[src/rtl/pipeline_hazard_ctrl_if.sv]
// Control bundle between the five-stage pipeline datapath and the hazard controller.
// master = pipeline datapath side, slave = pipeline_hazard_ctrl.
interface pipeline_hazard_ctrl_if;
  logic [4:0] id_rs;
  logic [4:0] id_rt;
  logic       id_uses_rt;
  logic [4:0] ex_rd;
  logic       ex_mem_read;
  logic       ex_branch_taken;
  logic       ex_md_start;

  logic       pc_we;
  logic       ifid_we;
  logic       ifid_flush;
  logic       idex_we;
  logic       idex_flush;
  logic       exmem_we;
  logic       exmem_flush;
  logic       memwb_we;
  logic       memwb_flush;
  logic       md_busy;

  modport master (
    output id_rs, id_rt, id_uses_rt, ex_rd, ex_mem_read, ex_branch_taken, ex_md_start,
    input  pc_we, ifid_we, ifid_flush, idex_we, idex_flush,
           exmem_we, exmem_flush, memwb_we, memwb_flush, md_busy
  );

  modport slave (
    input  id_rs, id_rt, id_uses_rt, ex_rd, ex_mem_read, ex_branch_taken, ex_md_start,
    output pc_we, ifid_we, ifid_flush, idex_we, idex_flush,
           exmem_we, exmem_flush, memwb_we, memwb_flush, md_busy
  );
endinterface

[src/rtl/pipeline_hazard_ctrl.sv]
// Pipeline hazard controller: load-use stall, taken-branch flush, multi-cycle mul/div freeze.
// Optional performance counters are enabled with `define HAZARD_PERF_CNT_EN.
//
// state    | meaning
// S_RUN    | normal issue; mul/div start > branch > load-use
// S_MDWAIT | mul/div in EX, front of pipe frozen, md_cnt counts remaining cycles
// S_MDDONE | mul/div result advances; ex_md_start ignored so the op does not restart
module pipeline_hazard_ctrl #(
  parameter int MD_LATENCY = 4,
  parameter int CNT_W      = 32
) (
  input  logic                    Clk,
  input  logic                    Rst,
  pipeline_hazard_ctrl_if.slave   hz
`ifdef HAZARD_PERF_CNT_EN
  ,
  output logic [CNT_W-1:0]        stall_cycles,
  output logic [CNT_W-1:0]        flush_events
`endif
);

  if (MD_LATENCY < 2 || MD_LATENCY > 255 || CNT_W < 1) begin : g_bad_param
    $error("pipeline_hazard_ctrl: illegal MD_LATENCY or CNT_W");
  end

  typedef enum logic [1:0] {
    S_RUN    = 2'd0,
    S_MDWAIT = 2'd1,
    S_MDDONE = 2'd2
  } state_t;

  state_t     state, state_nxt;
  logic [7:0] md_cnt, md_cnt_nxt;
  logic       lu;
  logic       do_md, do_br, do_lu;

  assign lu = hz.ex_mem_read && (hz.ex_rd != 5'd0) &&
              ((hz.ex_rd == hz.id_rs) || (hz.id_uses_rt && (hz.ex_rd == hz.id_rt)));

  always_ff @(posedge Clk or posedge Rst) begin
    if (Rst) begin
      state  <= S_RUN;
      md_cnt <= 8'd0;
    end else begin
      state  <= state_nxt;
      md_cnt <= md_cnt_nxt;
    end
  end

  always_comb begin
    state_nxt  = state;
    md_cnt_nxt = md_cnt;
    do_md      = 1'b0;
    do_br      = 1'b0;
    do_lu      = 1'b0;
    if (!Rst) begin
      case (state)
        S_RUN: begin
          if (hz.ex_md_start) begin
            do_md      = 1'b1;
            state_nxt  = S_MDWAIT;
            md_cnt_nxt = 8'(MD_LATENCY - 1);
          end else if (hz.ex_branch_taken) begin
            do_br = 1'b1;
          end else if (lu) begin
            do_lu = 1'b1;
          end
        end
        S_MDWAIT: begin
          do_md      = 1'b1;
          md_cnt_nxt = md_cnt - 8'd1;
          // <=1 rather than ==1 so a corrupted count can never wedge the freeze
          if (md_cnt <= 8'd1) begin
            state_nxt  = S_MDDONE;
            md_cnt_nxt = 8'd0;
          end
        end
        S_MDDONE: begin
          state_nxt = S_RUN;
          if (hz.ex_branch_taken) begin
            do_br = 1'b1;
          end else if (lu) begin
            do_lu = 1'b1;
          end
        end
        default: begin
          state_nxt  = S_RUN;
          md_cnt_nxt = 8'd0;
        end
      endcase
    end
  end

  always_comb begin
    hz.pc_we       = 1'b1;
    hz.ifid_we     = 1'b1;
    hz.ifid_flush  = 1'b0;
    hz.idex_we     = 1'b1;
    hz.idex_flush  = 1'b0;
    hz.exmem_we    = 1'b1;
    hz.exmem_flush = 1'b0;
    hz.memwb_we    = 1'b1;
    hz.memwb_flush = 1'b0;
    hz.md_busy     = 1'b0;
    if (Rst) begin
      hz.pc_we       = 1'b0;
      hz.ifid_flush  = 1'b1;
      hz.idex_flush  = 1'b1;
      hz.exmem_flush = 1'b1;
      hz.memwb_flush = 1'b1;
    end else if (do_md) begin
      hz.pc_we       = 1'b0;
      hz.ifid_we     = 1'b0;
      hz.idex_we     = 1'b0;
      hz.exmem_flush = 1'b1;
      hz.md_busy     = 1'b1;
    end else if (do_br) begin
      hz.ifid_flush = 1'b1;
      hz.idex_flush = 1'b1;
    end else if (do_lu) begin
      hz.pc_we      = 1'b0;
      hz.ifid_we    = 1'b0;
      hz.idex_flush = 1'b1;
    end
  end

`ifdef HAZARD_PERF_CNT_EN
  always_ff @(posedge Clk or posedge Rst) begin
    if (Rst) begin
      stall_cycles <= '0;
      flush_events <= '0;
    end else begin
      if (!hz.pc_we) stall_cycles <= stall_cycles + 1'b1;
      if (do_br)     flush_events <= flush_events + 1'b1;
    end
  end
`endif

endmodule

[src/flat_wrapper.sv]
// flat-port wrapper written by rule: the top's interface ports become plain ports
module pipeline_hazard_ctrl_flat 
#(
  parameter int MD_LATENCY = 4,
  parameter int CNT_W      = 32
)
  (Clk, Rst, hz_id_rs, hz_id_rt, hz_id_uses_rt, hz_ex_rd, hz_ex_mem_read, hz_ex_branch_taken, hz_ex_md_start, hz_pc_we, hz_ifid_we, hz_ifid_flush, hz_idex_we, hz_idex_flush, hz_exmem_we, hz_exmem_flush, hz_memwb_we, hz_memwb_flush, hz_md_busy);
  pipeline_hazard_ctrl_if hz_i ();
  input  logic Clk;
  input  logic Rst;
  input wire logic [$bits(hz_i.id_rs)-1:0] hz_id_rs;
  input wire logic [$bits(hz_i.id_rt)-1:0] hz_id_rt;
  input wire logic [$bits(hz_i.id_uses_rt)-1:0] hz_id_uses_rt;
  input wire logic [$bits(hz_i.ex_rd)-1:0] hz_ex_rd;
  input wire logic [$bits(hz_i.ex_mem_read)-1:0] hz_ex_mem_read;
  input wire logic [$bits(hz_i.ex_branch_taken)-1:0] hz_ex_branch_taken;
  input wire logic [$bits(hz_i.ex_md_start)-1:0] hz_ex_md_start;
  output wire logic [$bits(hz_i.pc_we)-1:0] hz_pc_we;
  output wire logic [$bits(hz_i.ifid_we)-1:0] hz_ifid_we;
  output wire logic [$bits(hz_i.ifid_flush)-1:0] hz_ifid_flush;
  output wire logic [$bits(hz_i.idex_we)-1:0] hz_idex_we;
  output wire logic [$bits(hz_i.idex_flush)-1:0] hz_idex_flush;
  output wire logic [$bits(hz_i.exmem_we)-1:0] hz_exmem_we;
  output wire logic [$bits(hz_i.exmem_flush)-1:0] hz_exmem_flush;
  output wire logic [$bits(hz_i.memwb_we)-1:0] hz_memwb_we;
  output wire logic [$bits(hz_i.memwb_flush)-1:0] hz_memwb_flush;
  output wire logic [$bits(hz_i.md_busy)-1:0] hz_md_busy;
  assign hz_i.id_rs = hz_id_rs;
  assign hz_i.id_rt = hz_id_rt;
  assign hz_i.id_uses_rt = hz_id_uses_rt;
  assign hz_i.ex_rd = hz_ex_rd;
  assign hz_i.ex_mem_read = hz_ex_mem_read;
  assign hz_i.ex_branch_taken = hz_ex_branch_taken;
  assign hz_i.ex_md_start = hz_ex_md_start;
  assign hz_pc_we = hz_i.pc_we;
  assign hz_ifid_we = hz_i.ifid_we;
  assign hz_ifid_flush = hz_i.ifid_flush;
  assign hz_idex_we = hz_i.idex_we;
  assign hz_idex_flush = hz_i.idex_flush;
  assign hz_exmem_we = hz_i.exmem_we;
  assign hz_exmem_flush = hz_i.exmem_flush;
  assign hz_memwb_we = hz_i.memwb_we;
  assign hz_memwb_flush = hz_i.memwb_flush;
  assign hz_md_busy = hz_i.md_busy;
  pipeline_hazard_ctrl #(.MD_LATENCY(MD_LATENCY), .CNT_W(CNT_W)) u_core (.Clk(Clk), .Rst(Rst), .hz(hz_i));
endmodule
[config.mk]
export PLATFORM = sky130hd
export DESIGN_NAME = pipeline_hazard_ctrl_flat
export DESIGN_NICKNAME = d
export VERILOG_FILES = /design/src/rtl/pipeline_hazard_ctrl_if.sv /design/src/rtl/pipeline_hazard_ctrl.sv /design/src/flat_wrapper.sv
export SDC_FILE = /design/constraint.sdc
export NUM_CORES = 1
export LEC_CHECK = 0
export ABC_AREA = 1
export BUFFER_PORTS_ARGS = -buffer_cell sky130_fd_sc_hd__buf_2
export CAP_MARGIN = 10
export CORE_MARGIN = 10
export CORE_UTILIZATION = 47
export CTS_CLUSTER_SIZE = 12
export DETAILED_ROUTE_END_ITERATION = 6
export PLACE_DENSITY = 0.75
export SLEW_MARGIN = 20
export SYNTH_ARGS = -nofsm -noshare
export SYNTH_HDL_FRONTEND = slang
export SYNTH_SLANG_ARGS = --single-unit
[constraint.sdc]
create_clock -name Clk -period 4 [get_ports Clk]
set_input_delay 1 -clock Clk [delete_from_list [all_inputs] [get_ports Clk]]
set_output_delay 1 -clock Clk [all_outputs]
set_load 0.01 [all_outputs]
---- After elaboration in Yosys (flattened, before gate mapping) ----
Cells that the tools add are included.
word-level totals
  flip-flop bits (word level) ............. 10
  input bits .............................. 21
  output and inout port bits .............. 10
  word-level logic and storage cells ...... 56
operators by class
  $add $sub $neg .......................... 1
  order comparisons ....................... 1
  eq/ne operators ......................... 6
  muxes and demuxes ....................... 36
  bitwise gates (word level) .............. 2
  reduce and logical (&&, ||, !) cells .... 8
operators with widths
  operator                                                                count
  1-bit 2-to-1 mux                                                        27
  8-bit case mux with 3 select lines                                      1
  8-bit 2-to-1 mux                                                        2
  5-bit == test                                                           2
  8-bit by 1-bit <= comparator with 1-bit output (second input constant)  1
  8-bit by 1-bit subtractor with 8-bit output (second input constant)     1
  1-bit case mux with 2 select lines                                      3
  3-bit AND reduction                                                     2
  5-bit nonzero test                                                      1
  2-bit 2-to-1 mux                                                        2
  2-bit case mux with 2 select lines                                      1
  1-bit logical AND                                                       3
  2-bit by 1-bit == test with 1-bit output (second input constant)        1
  2-bit == test (second input constant)                                   1
  2-bit logical NOT                                                       1
  2-bit by 1-bit != test with 1-bit output (second input constant)        1
  2-bit != test (second input constant)                                   1
  1-bit NOT                                                               2
  1-bit logical OR                                                        1

---- Depth between registers and ports, before layout ----
Gate-level depths: netlist (run 1).
  word-level depth ........................ 13
  gate-level depth with buffers ........... 9
  gate-level depth less buffers ........... 9

---- Least setup slack after synthesis (run 1) ----
Ideal clock, no wire load.
  kind .................................... input port to output port
  start ................................... input Rst
  end ..................................... output hz_idex_flush
  data arrival time ....................... 1.653 ns
  data required time ...................... 3.000 ns
  path slack .............................. 1.347 ns
  stages on the path ...................... 5
  path buffers ............................ 0
  cells stage by stage .................... inv_2 > nand4_1 > nor2_1 > nand2_1 > nand2_1
between the ends
  cells in the longest elaborated chain, start to end .. 5
  elaborated cells between the ends (all ways) .. 7
  classes of those cells .................. 7 x mux
ends and longest elaborated chain
  element             RTL line                     RTL
  from (decl)         flat_wrapper.sv:10           input logic Rst;
  1-bit 2-to-1 mux    pipeline_hazard_ctrl.sv:56   if (!Rst) begin
  1-bit 2-to-1 mux    pipeline_hazard_ctrl.sv:120  end else if (do_lu) begin
  1-bit 2-to-1 mux    pipeline_hazard_ctrl.sv:117  end else if (do_br) begin
  1-bit 2-to-1 mux    pipeline_hazard_ctrl.sv:111  end else if (do_md) begin
  1-bit 2-to-1 mux *  pipeline_hazard_ctrl.sv:105  if (Rst) begin
  to (decl)           flat_wrapper.sv:22           output wire logic [$bits(hz_i.idex_flush)-1:0] hz_idex_flush;
Mark *: on every way between the ends. The rest lies on a longest branch, timed or not.

---- Worst setup path after layout (run 1) ----
Ends and elaborated chain as after synthesis.

==> flow_metrics.py, run 1 <==
metrics = {
    "timing": {
        "setup_tns_ns": 0,
        "period_share": 0.7409,
        "fmaxAchievable_mhz": 337.4,
        "whs_ns": 0.5178,
        "rsz0062_at_grt": "no",
        "timing.final.setup_violations": 0,
        "timing.final.hold_violations": 0,
        "timing.clock.skew_ns": 0.002089,
        "period_needed_ns": 2.963,
        "slew_violations": 0,
    },
    "worst_hold_path": {
        "worstHoldStart": "u_core.md_cnt[1]$_DFFE_PP0P_",
        "timing.hold.worst.class": "flip-flop to flip-flop",
    },
    "finish": {
        "drive_above_1_share": 0.2919,
        "layout_common_cells": "sky130_fd_sc_hd__nand2_1, sky130_fd_sc_hd__buf_2, sky130_fd_sc_hd__nor2_1",
        "area_growth_pct": 20.52,
        "most_frequent_standard_cell_in_the_layout_excluding_fill_and_tap_cells": "sky130_fd_sc_hd__nand2_1",
        "antenna_cells_inserted": 0,
        "number_of_nets_in_the_layout": 209,
        "filler_instances": 197,
        "final_cell_area_mm2": 0.001110,
        "finalCoreUtilization": 0.6225,
    },
    "detailed_routing": {
        "postRouteWirelength_mm": 2.116,
        "drc": 0,
        "first_pass_iters": 5,
        "vias": 940,
        "wire_per_inst_um": 10.08,
        "drtIter0Drc": 37,
        "post_drt_via_cell_ratio": 4.476,
        "ant_nets": 0,
    },
    "clocking": {
        "ctsLongestPathBuffers": 2,
        "postCtsSetupRepairBufs": 0,
        "cts_repair_resize_count": 0,
        "numCtsBuffers": 3,
        "cts_tree": "done",
        "cts_htree_levels": 1,
        "worstSkewPairLatency_ns": 0.27,
        "root_buffer": "sky130_fd_sc_hd__clkbuf_4",
        "cts.sink_count": 10,
        "hold_buffers": 0,
        "clock_pin_slew_worst_setup_and_hold_paths_ns": 0.07,
    },
    "setup_path": {
        "end_kind": "primary output",
        "critPathKind": "input pin to primary output",
        "crit_path_max_incr_delay_ns": 0.27,
        "largest_driver_fanout_on_the_critical_path": 17,
        "crit_path_top_delay_cell": "sky130_fd_sc_hd__inv_2",
        "critical_path.startpoint_type": "input pin",
        "r2r_start": "u_core.md_cnt[0]$_DFFE_PP0P_",
        "crit_required_ns": 3.00,
        "critical_path.startpoint": "Rst",
        "cp.arrival_ns": 1.96,
        "critical_path.cell_chain": "buf_2, inv_2, nand4_1, nor2_1, nand2_1, nand2_1, buf_2",
    },
    "die": {
        "die_area_mm2": 0.004130,
        "placeableCoreArea_mm2": 0.001783,
        "initial_core_util": 0.5165,
        "chipHeight_um": 64.27,
        "number_of_rows_in_the_core_area": 15,
        "io_pins": 31,
        "die_width_um": 64.27,
    },
    "pwr": {
        "power.sequential.fraction": 0.299,
        "vdd.ir_drop.worst_v": 0.0003316,
        "total_leakage_power_nw": 0.6838,
        "total_switching_power_uw": 265.5,
        "cell_internal_pwr_uw": 309.7,
        "p_comb_frac": 0.540,
        "powerDensity_mw_per_mm2": 518.3,
        "power_frac_clock": 0.161,
        "totalPowerFinal_uw": 575.2,
        "power.share.switching": 0.4616,
    },
    "global_route": {
        "via_count_of_the_first_global_routing_pass": 925,
        "grt_start_max_net_pins": 18,
        "total_global_routing_overflow": 0,
        "grt_pass1_wl_mm": 3.767,
        "track_usage": 0.1082,
        "number_of_antenna_violations_at_the_first_check_in_global_routing": 0,
    },
    "yosys": {
        "synthDistinctLibCells": 21,
        "synth-warning-count": 0,
        "yosysSeqAreaShare": 0.2717,
        "postSynthAreaPerCell_um2": 5.941,
        "synth_seq_cells": 10,
        "instance_count_of_the_mapped_netlist": 155,
        "syn-cell-area_um2": 920.9,
    },
    "placed_design": {
        "postPlaceCellArea_mm2": 0.001074,
        "placement.io_buffers": 28,
        "hpwl_mm": 1.799,
        "globalplace.congestion": 0.7984,
    },
    "flow_run": {
        "max_cap_violations": 0,
    },
    "status": {
        "run_status": "complete, no violations",
    },
}
cells in the mapped netlist:
cell type                 number  area share
sky130_fd_sc_hd__inv_6         1      0.0095
sky130_fd_sc_hd__inv_1        18       0.073
sky130_fd_sc_hd__dfrtp_1      10        0.27
sky130_fd_sc_hd__ha_1          2       0.027
sky130_fd_sc_hd__nand3_1      10       0.054
sky130_fd_sc_hd__nor3_1        3       0.016
sky130_fd_sc_hd__nand2_4       3       0.037
sky130_fd_sc_hd__nor2_1       20       0.082
sky130_fd_sc_hd__o21ai_1       2       0.011
sky130_fd_sc_hd__nand4_1       3       0.020
sky130_fd_sc_hd__buf_4         3       0.024
sky130_fd_sc_hd__nor2_2        1      0.0068
sky130_fd_sc_hd__xor2_1        3       0.029
sky130_fd_sc_hd__or2_1         1      0.0068
sky130_fd_sc_hd__conb_1        1      0.0041
sky130_fd_sc_hd__a21oi_1       3       0.016
sky130_fd_sc_hd__nand2_1      53        0.22
sky130_fd_sc_hd__nand2_2       3       0.020
sky130_fd_sc_hd__inv_2        13       0.053
sky130_fd_sc_hd__nor2_4        1       0.012
sky130_fd_sc_hd__xnor2_1       1      0.0095
kinds of logic after synthesis:
kind of cell	after synthesis	share of synthesized area
flip-flops	10	0.2717
adder cells (fa/ha/maj)	2	0.02717
other	1	0.004072
AND/OR/NAND/NOR	98	0.4715
XOR/XNOR	4	0.03805
AO/OA/AOI/OAI	5	0.02717
buffers and inverters	35	0.1603
critical path: cells and delay by family:
family                 cells  cell delay [ns]
buffers and inverters      3             0.53
and+or+nand+nor            4             0.44
cell type report:
type | count | area (um2) | area share
inverter | 32 | 125.1 | 0.1127
multi-input combinational | 111 | 526.8 | 0.4746
clock buffer | 4 | 36.28 | 0.03269
tap | 25 | 31.28 | 0.02819
timing repair buffer | 28 | 140.1 | 0.1263
sequential | 10 | 250.2 | 0.2255
layer usage:
| layer | share of wire | track usage |
|---|---|---|
| met4 | 0.019 | 0.04813 |
| met2 | 0.51 | 0.2020 |
| met3 | 0.055 | 0.02787 |
| met1 | 0.42 | 0.1094 |
| met5 | 0 | 0 |
power by group through the flow:
stage               Sequential, mW  Clock, mW  Combinational [mW]
global route                 0.178      0.102               0.361
floorplan                    0.166          0               0.246
detailed placement           0.174          0               0.312
CTS                          0.172     0.0956               0.314
finish                       0.172     0.0926               0.310
global placement             0.172          0               0.304
worst paths after layout:
kind                       cells past startpoint  slack (ns)                      endpoint
min in group asynchronous                      2        0.73  u_core.md_cnt[2]$_DFFE_PP0P_
max reg2reg                                    8        2.59  u_core.md_cnt[7]$_DFFE_PP0P_
min                                            2        0.52  u_core.md_cnt[1]$_DFFE_PP0P_
max                                            7        1.04                 hz_idex_flush
min reg2reg                                    2        0.52  u_core.md_cnt[1]$_DFFE_PP0P_
max in group asynchronous                      2        3.02   u_core.state[1]$_DFFE_PP0P_
per-stage QoR:
step	instances	setup WS, ns
2_1_floorplan	156	1.347
3_3_place_gp	206	1.045
3_5_place_dp	206	1.000
4_1_cts	210	1.001
5_1_grt	210	0.8911
6_report	210	1.037
registers in the layout (all words and copies together) (netlist names):
name,flops
u_core.md_cnt,8
u_core.state,2
(Power assumes the default switching activity.)
==> run 2, diff against run 1 <==
Clock period 4 ns to 2.75 ns, I/O delays scaled along.
==> flow_metrics.py, run 2 (synthesized netlist as in run 1, its figures left out) <==
metrics = {
    "clocking": {
        "postCtsSetupRepairBufs": 0,
        "hold_buffers": 0,
        "cts.sink_count": 10,
        "ctsLongestPathBuffers": 2,
        "clock_pin_slew_worst_setup_and_hold_paths_ns": 0.07,
        "cts_repair_resize_count": 0,
        "worstSkewPairLatency_ns": 0.28,
        "cts_tree": "done",
        "numCtsBuffers": 3,
        "root_buffer": "sky130_fd_sc_hd__clkbuf_4",
        "cts_htree_levels": 1,
    },
    "finish": {
        "layout_common_cells": "sky130_fd_sc_hd__nand2_1, sky130_fd_sc_hd__buf_2, sky130_fd_sc_hd__nor2_1",
        "area_growth_pct": 21.33,
        "flip_flop_count_of_the_largest_register_after_layout": 8,
        "most_flop_heavy_register": "u_core.md_cnt",
        "final_cell_area_mm2": 0.001117,
        "number_of_nets_in_the_layout": 210,
        "reg.largest.list": "u_core.md_cnt (8), u_core.state (2)",
        "antenna_cells_inserted": 0,
        "post_layout_nonfiller_instances": 211,
        "most_frequent_standard_cell_in_the_layout_excluding_fill_and_tap_cells": "sky130_fd_sc_hd__nand2_1",
        "drive_above_1_share": 0.2957,
    },
    "global_route": {
        "grt_pass1_wl_mm": 3.788,
        "number_of_antenna_violations_at_the_first_check_in_global_routing": 0,
        "track_usage": 0.1088,
        "grt_start_max_net_pins": 11,
        "via_count_of_the_first_global_routing_pass": 924,
        "total_global_routing_overflow": 0,
    },
    "pwr": {
        "power.share.switching": 0.4654,
        "powerDensity_mw_per_mm2": 754.5,
        "total_leakage_power_nw": 0.6886,
        "power.sequential.fraction": 0.300,
        "vdd.ir_drop.worst_v": 0.0004849,
        "power_frac_clock": 0.160,
        "cell_internal_pwr_uw": 450.7,
        "totalPowerFinal_uw": 843.0,
        "total_switching_power_uw": 392.3,
        "p_comb_frac": 0.540,
    },
    "status": {
        "run_status": "complete, no violations",
    },
    "die": {
        "die_width_um": 64.27,
        "io_pins": 31,
        "number_of_rows_in_the_core_area": 15,
        "placeableCoreArea_mm2": 0.001783,
        "initial_core_util": 0.5165,
        "die_area_mm2": 0.004130,
        "chipHeight_um": 64.27,
    },
    "placed_design": {
        "globalplace.congestion": 0.8228,
        "postPlaceCellArea_mm2": 0.001081,
        "place_inst": 207,
        "placement.io_buffers": 28,
        "hpwl_mm": 1.851,
    },
    "timing": {
        "whs_ns": 0.3349,
        "timing.final.hold_violations": 0,
        "period_share": 0.8130,
        "period_needed_ns": 2.236,
        "timing.final.setup_violations": 0,
        "slew_violations": 0,
        "fmaxAchievable_mhz": 447.3,
        "timing.clock.skew_ns": 0.01207,
        "rsz0062_at_grt": "no",
        "setup_tns_ns": 0,
    },
    "detailed_routing": {
        "postRouteWirelength_mm": 2.180,
        "wire_per_inst_um": 10.33,
        "ant_nets": 0,
        "vias": 965,
        "drc": 0,
        "first_pass_iters": 4,
        "drtIter0Drc": 50,
        "post_drt_via_cell_ratio": 4.573,
    },
    "setup_path": {
        "critical_path.cell_chain": "buf_2, inv_1, nand3_1, nor3_1, nor2_1, a21oi_1, buf_2",
        "crit_path_max_incr_delay_ns": 0.18,
        "path_common_cell": "sky130_fd_sc_hd__buf_2",
        "largest_driver_fanout_on_the_critical_path": 3,
        "critical_path.startpoint_type": "input pin",
        "end_kind": "primary output",
        "crit_required_ns": 2.06,
        "crit_path_top_delay_cell": "sky130_fd_sc_hd__nor3_1",
        "cp.arrival_ns": 1.55,
        "reg2reg_slack_ns": 1.31,
        "critPathKind": "input pin to primary output",
    },
    "worst_hold_path": {
        "timing.hold.worst.class": "input pin to asynchronous set/reset pin",
    },
    "flow_run": {
        "max_cap_violations": 0,
    },
}
run 2: final timing paths:
path,cells after the start,endpoint,startpoint
max,7,hz_pc_we,hz_ex_rd[2]
min,2,u_core.md_cnt[2]$_DFFE_PP0P_,Rst
max reg2reg,8,u_core.md_cnt[5]$_DFFE_PP0P_,u_core.md_cnt[0]$_DFFE_PP0P_
min reg2reg,2,u_core.md_cnt[1]$_DFFE_PP0P_,u_core.md_cnt[1]$_DFFE_PP0P_
max in group asynchronous,3,u_core.md_cnt[1]$_DFFE_PP0P_,Rst
min in group Clk,2,u_core.md_cnt[1]$_DFFE_PP0P_,u_core.md_cnt[1]$_DFFE_PP0P_
run 2: power by group through the flow:
stage          clock network [mW]  registers (mW)  logic (mW)
6_report                    0.135           0.253       0.455
5_1_grt                     0.143           0.259       0.528
2_1_floorplan                   0           0.242       0.358
3_3_place_gp                    0           0.250       0.444
3_5_place_dp                    0           0.253       0.456
4_1_cts                     0.137           0.250       0.459
run 2: layer usage:
layer  share of wire  GRT usage  vias up  wire (um)
li1                -          -      517          -
met1            0.42     0.1120      415        913
met2            0.49     0.1970       29       1063
met3           0.078    0.03833        4        169
met4           0.016    0.04011        0         34
met5               0          0        -          0
run 2: worst max-delay path, delay by kind of cell:
| kind | cells | cell delay, ns |
|---|---|---|
| AND/OR/NAND/NOR | 3 | 0.36 |
| AO/OA/AOI/OAI | 1 | 0.15 |
| buffers and inverters | 3 | 0.35 |
run 2: cell type report:
class | instances | area (um2)
multi-input cells | 111 | 526.8
inverters | 32 | 125.1
flip-flops and latches | 10 | 250.2
fillers | 175 | 665.6
well taps | 25 | 31.28
repair buffers | 29 | 147.6
clock buffers | 4 | 36.28
run 2: stage by stage:
stage	util	setup slack, ns
floorplan	-	0.7222
global placement	0.6063	0.5322
detailed placement	0.6063	0.5114
CTS	0.6267	0.5066
global route	0.6267	0.3539
finish	0.6267	0.5141
==> run 3, diff against run 2 <==
Clock period 2.75 ns to 2.2 ns, I/O delays scaled along.
==> flow_metrics.py, run 3 (synthesized netlist as in run 1, its figures left out) <==
metrics = {
    "clocking": {
        "cts_htree_levels": 1,
        "postCtsSetupRepairBufs": 0,
        "cts_repair_resize_count": 0,
        "worstSkewPairLatency_ns": 0.27,
        "cts_tree": "done",
        "numCtsBuffers": 3,
        "clock_pin_slew_worst_setup_and_hold_paths_ns": 0.07,
        "cts.sink_count": 10,
        "ctsLongestPathBuffers": 2,
        "hold_buffers": 0,
        "root_buffer": "sky130_fd_sc_hd__clkbuf_4",
    },
    "finish": {
        "most_frequent_standard_cell_in_the_layout_excluding_fill_and_tap_cells": "sky130_fd_sc_hd__nand2_1",
        "most_flop_heavy_register": "u_core.md_cnt",
        "layout_common_cells": "sky130_fd_sc_hd__nand2_1, sky130_fd_sc_hd__buf_2, sky130_fd_sc_hd__nor2_1",
        "filler_instances": 171,
        "flip_flop_count_of_the_largest_register_after_layout": 8,
        "area_growth_pct": 22.15,
        "finalCoreUtilization": 0.6309,
        "reg.largest.list": "u_core.md_cnt (8), u_core.state (2)",
        "drive_above_1_share": 0.2995,
        "number_of_nets_in_the_layout": 211,
        "antenna_cells_inserted": 0,
    },
    "die": {
        "initial_core_util": 0.5165,
        "die_width_um": 64.27,
        "io_pins": 31,
        "number_of_rows_in_the_core_area": 15,
        "die_area_mm2": 0.004130,
        "placeableCoreArea_mm2": 0.001783,
        "chipHeight_um": 64.27,
    },
    "timing": {
        "timing.final.hold_violations": 0,
        "period_share": 0.8816,
        "timing.clock.skew_ns": 0.003154,
        "setup_tns_ns": 0,
        "rsz0062_at_grt": "no",
        "slew_violations": 0,
        "period_needed_ns": 1.940,
        "fmaxAchievable_mhz": 515.6,
        "timing.final.setup_violations": 0,
    },
    "placed_design": {
        "globalplace.congestion": 0.8175,
        "placement.io_buffers": 28,
        "hpwl_mm": 1.810,
    },
    "flow_run": {
        "max_cap_violations": 0,
    },
    "global_route": {
        "total_global_routing_overflow": 0,
        "number_of_antenna_violations_at_the_first_check_in_global_routing": 0,
        "grt_start_max_net_pins": 11,
        "track_usage": 0.1036,
        "grt_pass1_wl_mm": 3.615,
        "via_count_of_the_first_global_routing_pass": 889,
    },
    "setup_path": {
        "end_kind": "primary output",
        "crit_required_ns": 1.65,
        "largest_driver_fanout_on_the_critical_path": 3,
        "critical_path.startpoint_type": "input pin",
        "critPathKind": "input pin to primary output",
        "cp.arrival_ns": 1.39,
    },
    "worst_hold_path": {
        "timing.hold.worst.class": "input pin to asynchronous set/reset pin",
    },
    "pwr": {
        "vdd.ir_drop.worst_v": 0.0005271,
        "total_leakage_power_nw": 0.6934,
        "totalPowerFinal_mw": 1.043,
        "powerDensity_mw_per_mm2": 927.3,
    },
    "detailed_routing": {
        "drtIter0Drc": 13,
        "post_drt_via_cell_ratio": 4.476,
        "ant_nets": 0,
        "vias": 949,
        "drc": 0,
        "postRouteWirelength_mm": 2.088,
        "wire_per_inst_um": 9.849,
        "first_pass_iters": 3,
    },
    "status": {
        "run_status": "complete, no violations",
    },
}
## run 3: cell count changes in the layout (fill, tap and decap cells not counted), sizes merged
| cell | before | now |
|---|---|---|
| buf | 29 | 30 |
## run 3: final timing paths
| check | startpoint | endpoint | slack, ns | depth (start not counted) |
|---|---|---|---|---|
| min in group Clk | u_core.md_cnt[1]$_DFFE_PP0P_ | u_core.md_cnt[1]$_DFFE_PP0P_ | 0.51 | 2 |
| min reg2reg | u_core.md_cnt[1]$_DFFE_PP0P_ | u_core.md_cnt[1]$_DFFE_PP0P_ | 0.51 | 2 |
| max reg2reg | u_core.md_cnt[0]$_DFFE_PP0P_ | u_core.md_cnt[3]$_DFFE_PP0P_ | 0.78 | 8 |
| max in group asynchronous | Rst | u_core.md_cnt[1]$_DFFE_PP0P_ | 1.77 | 3 |
| max | hz_ex_rd[2] | hz_ifid_we | 0.26 | 7 |
| min | Rst | u_core.md_cnt[2]$_DFFE_PP0P_ | 0.29 | 3 |
## run 3: worst max-delay path, cell delays in order
cell	delay [ns]
sky130_fd_sc_hd__buf_2	0.11
sky130_fd_sc_hd__inv_1	0.08
sky130_fd_sc_hd__nand3_1	0.08
sky130_fd_sc_hd__nor3_1	0.18
sky130_fd_sc_hd__nor2_1	0.10
sky130_fd_sc_hd__a21oi_1	0.15
sky130_fd_sc_hd__buf_2	0.15
## run 3: metal layers
metal | wire [um] | part of all wire | GRT usage
met5 | 0 | 0 | 0
met2 | 1012 | 0.48 | 0.1921
met1 | 915 | 0.44 | 0.1042
met3 | 132 | 0.063 | 0.03310
met4 | 27 | 0.013 | 0.04011
## run 3: report_power, final
part | internal, mW | switching [mW] | leakage [nW]
combinational | 0.210 | 0.354 | 0.542
sequential | 0.253 | 0.0576 | 0.130
clock | 0.101 | 0.0671 | 0.0210
total | 0.564 | 0.479 | 0.693
## run 3: layout make-up
class	count	area, um2	area share
Multi-Input combinational cell	111	526.8	0.4683
Sequential cell	10	250.2	0.2225
Timing Repair Buffer	30	155.1	0.1379
Inverter	32	125.1	0.1112
Clock buffer	4	36.28	0.03226
Tap cell	25	31.28	0.02781
## run 3: per-stage QoR
stage	instance area [um2]	hold slack [ns]	setup slack, ns	cells
after floorplan	924.6	0.3789	0.4472	156
after global placement	1089	0.4889	0.2669	208
after detailed placement	1089	0.4888	0.2627	208
after CTS	1125	0.2909	0.2541	212
after global routing	1125	0.3066	0.1706	212
final	1125	0.2917	0.2604	212
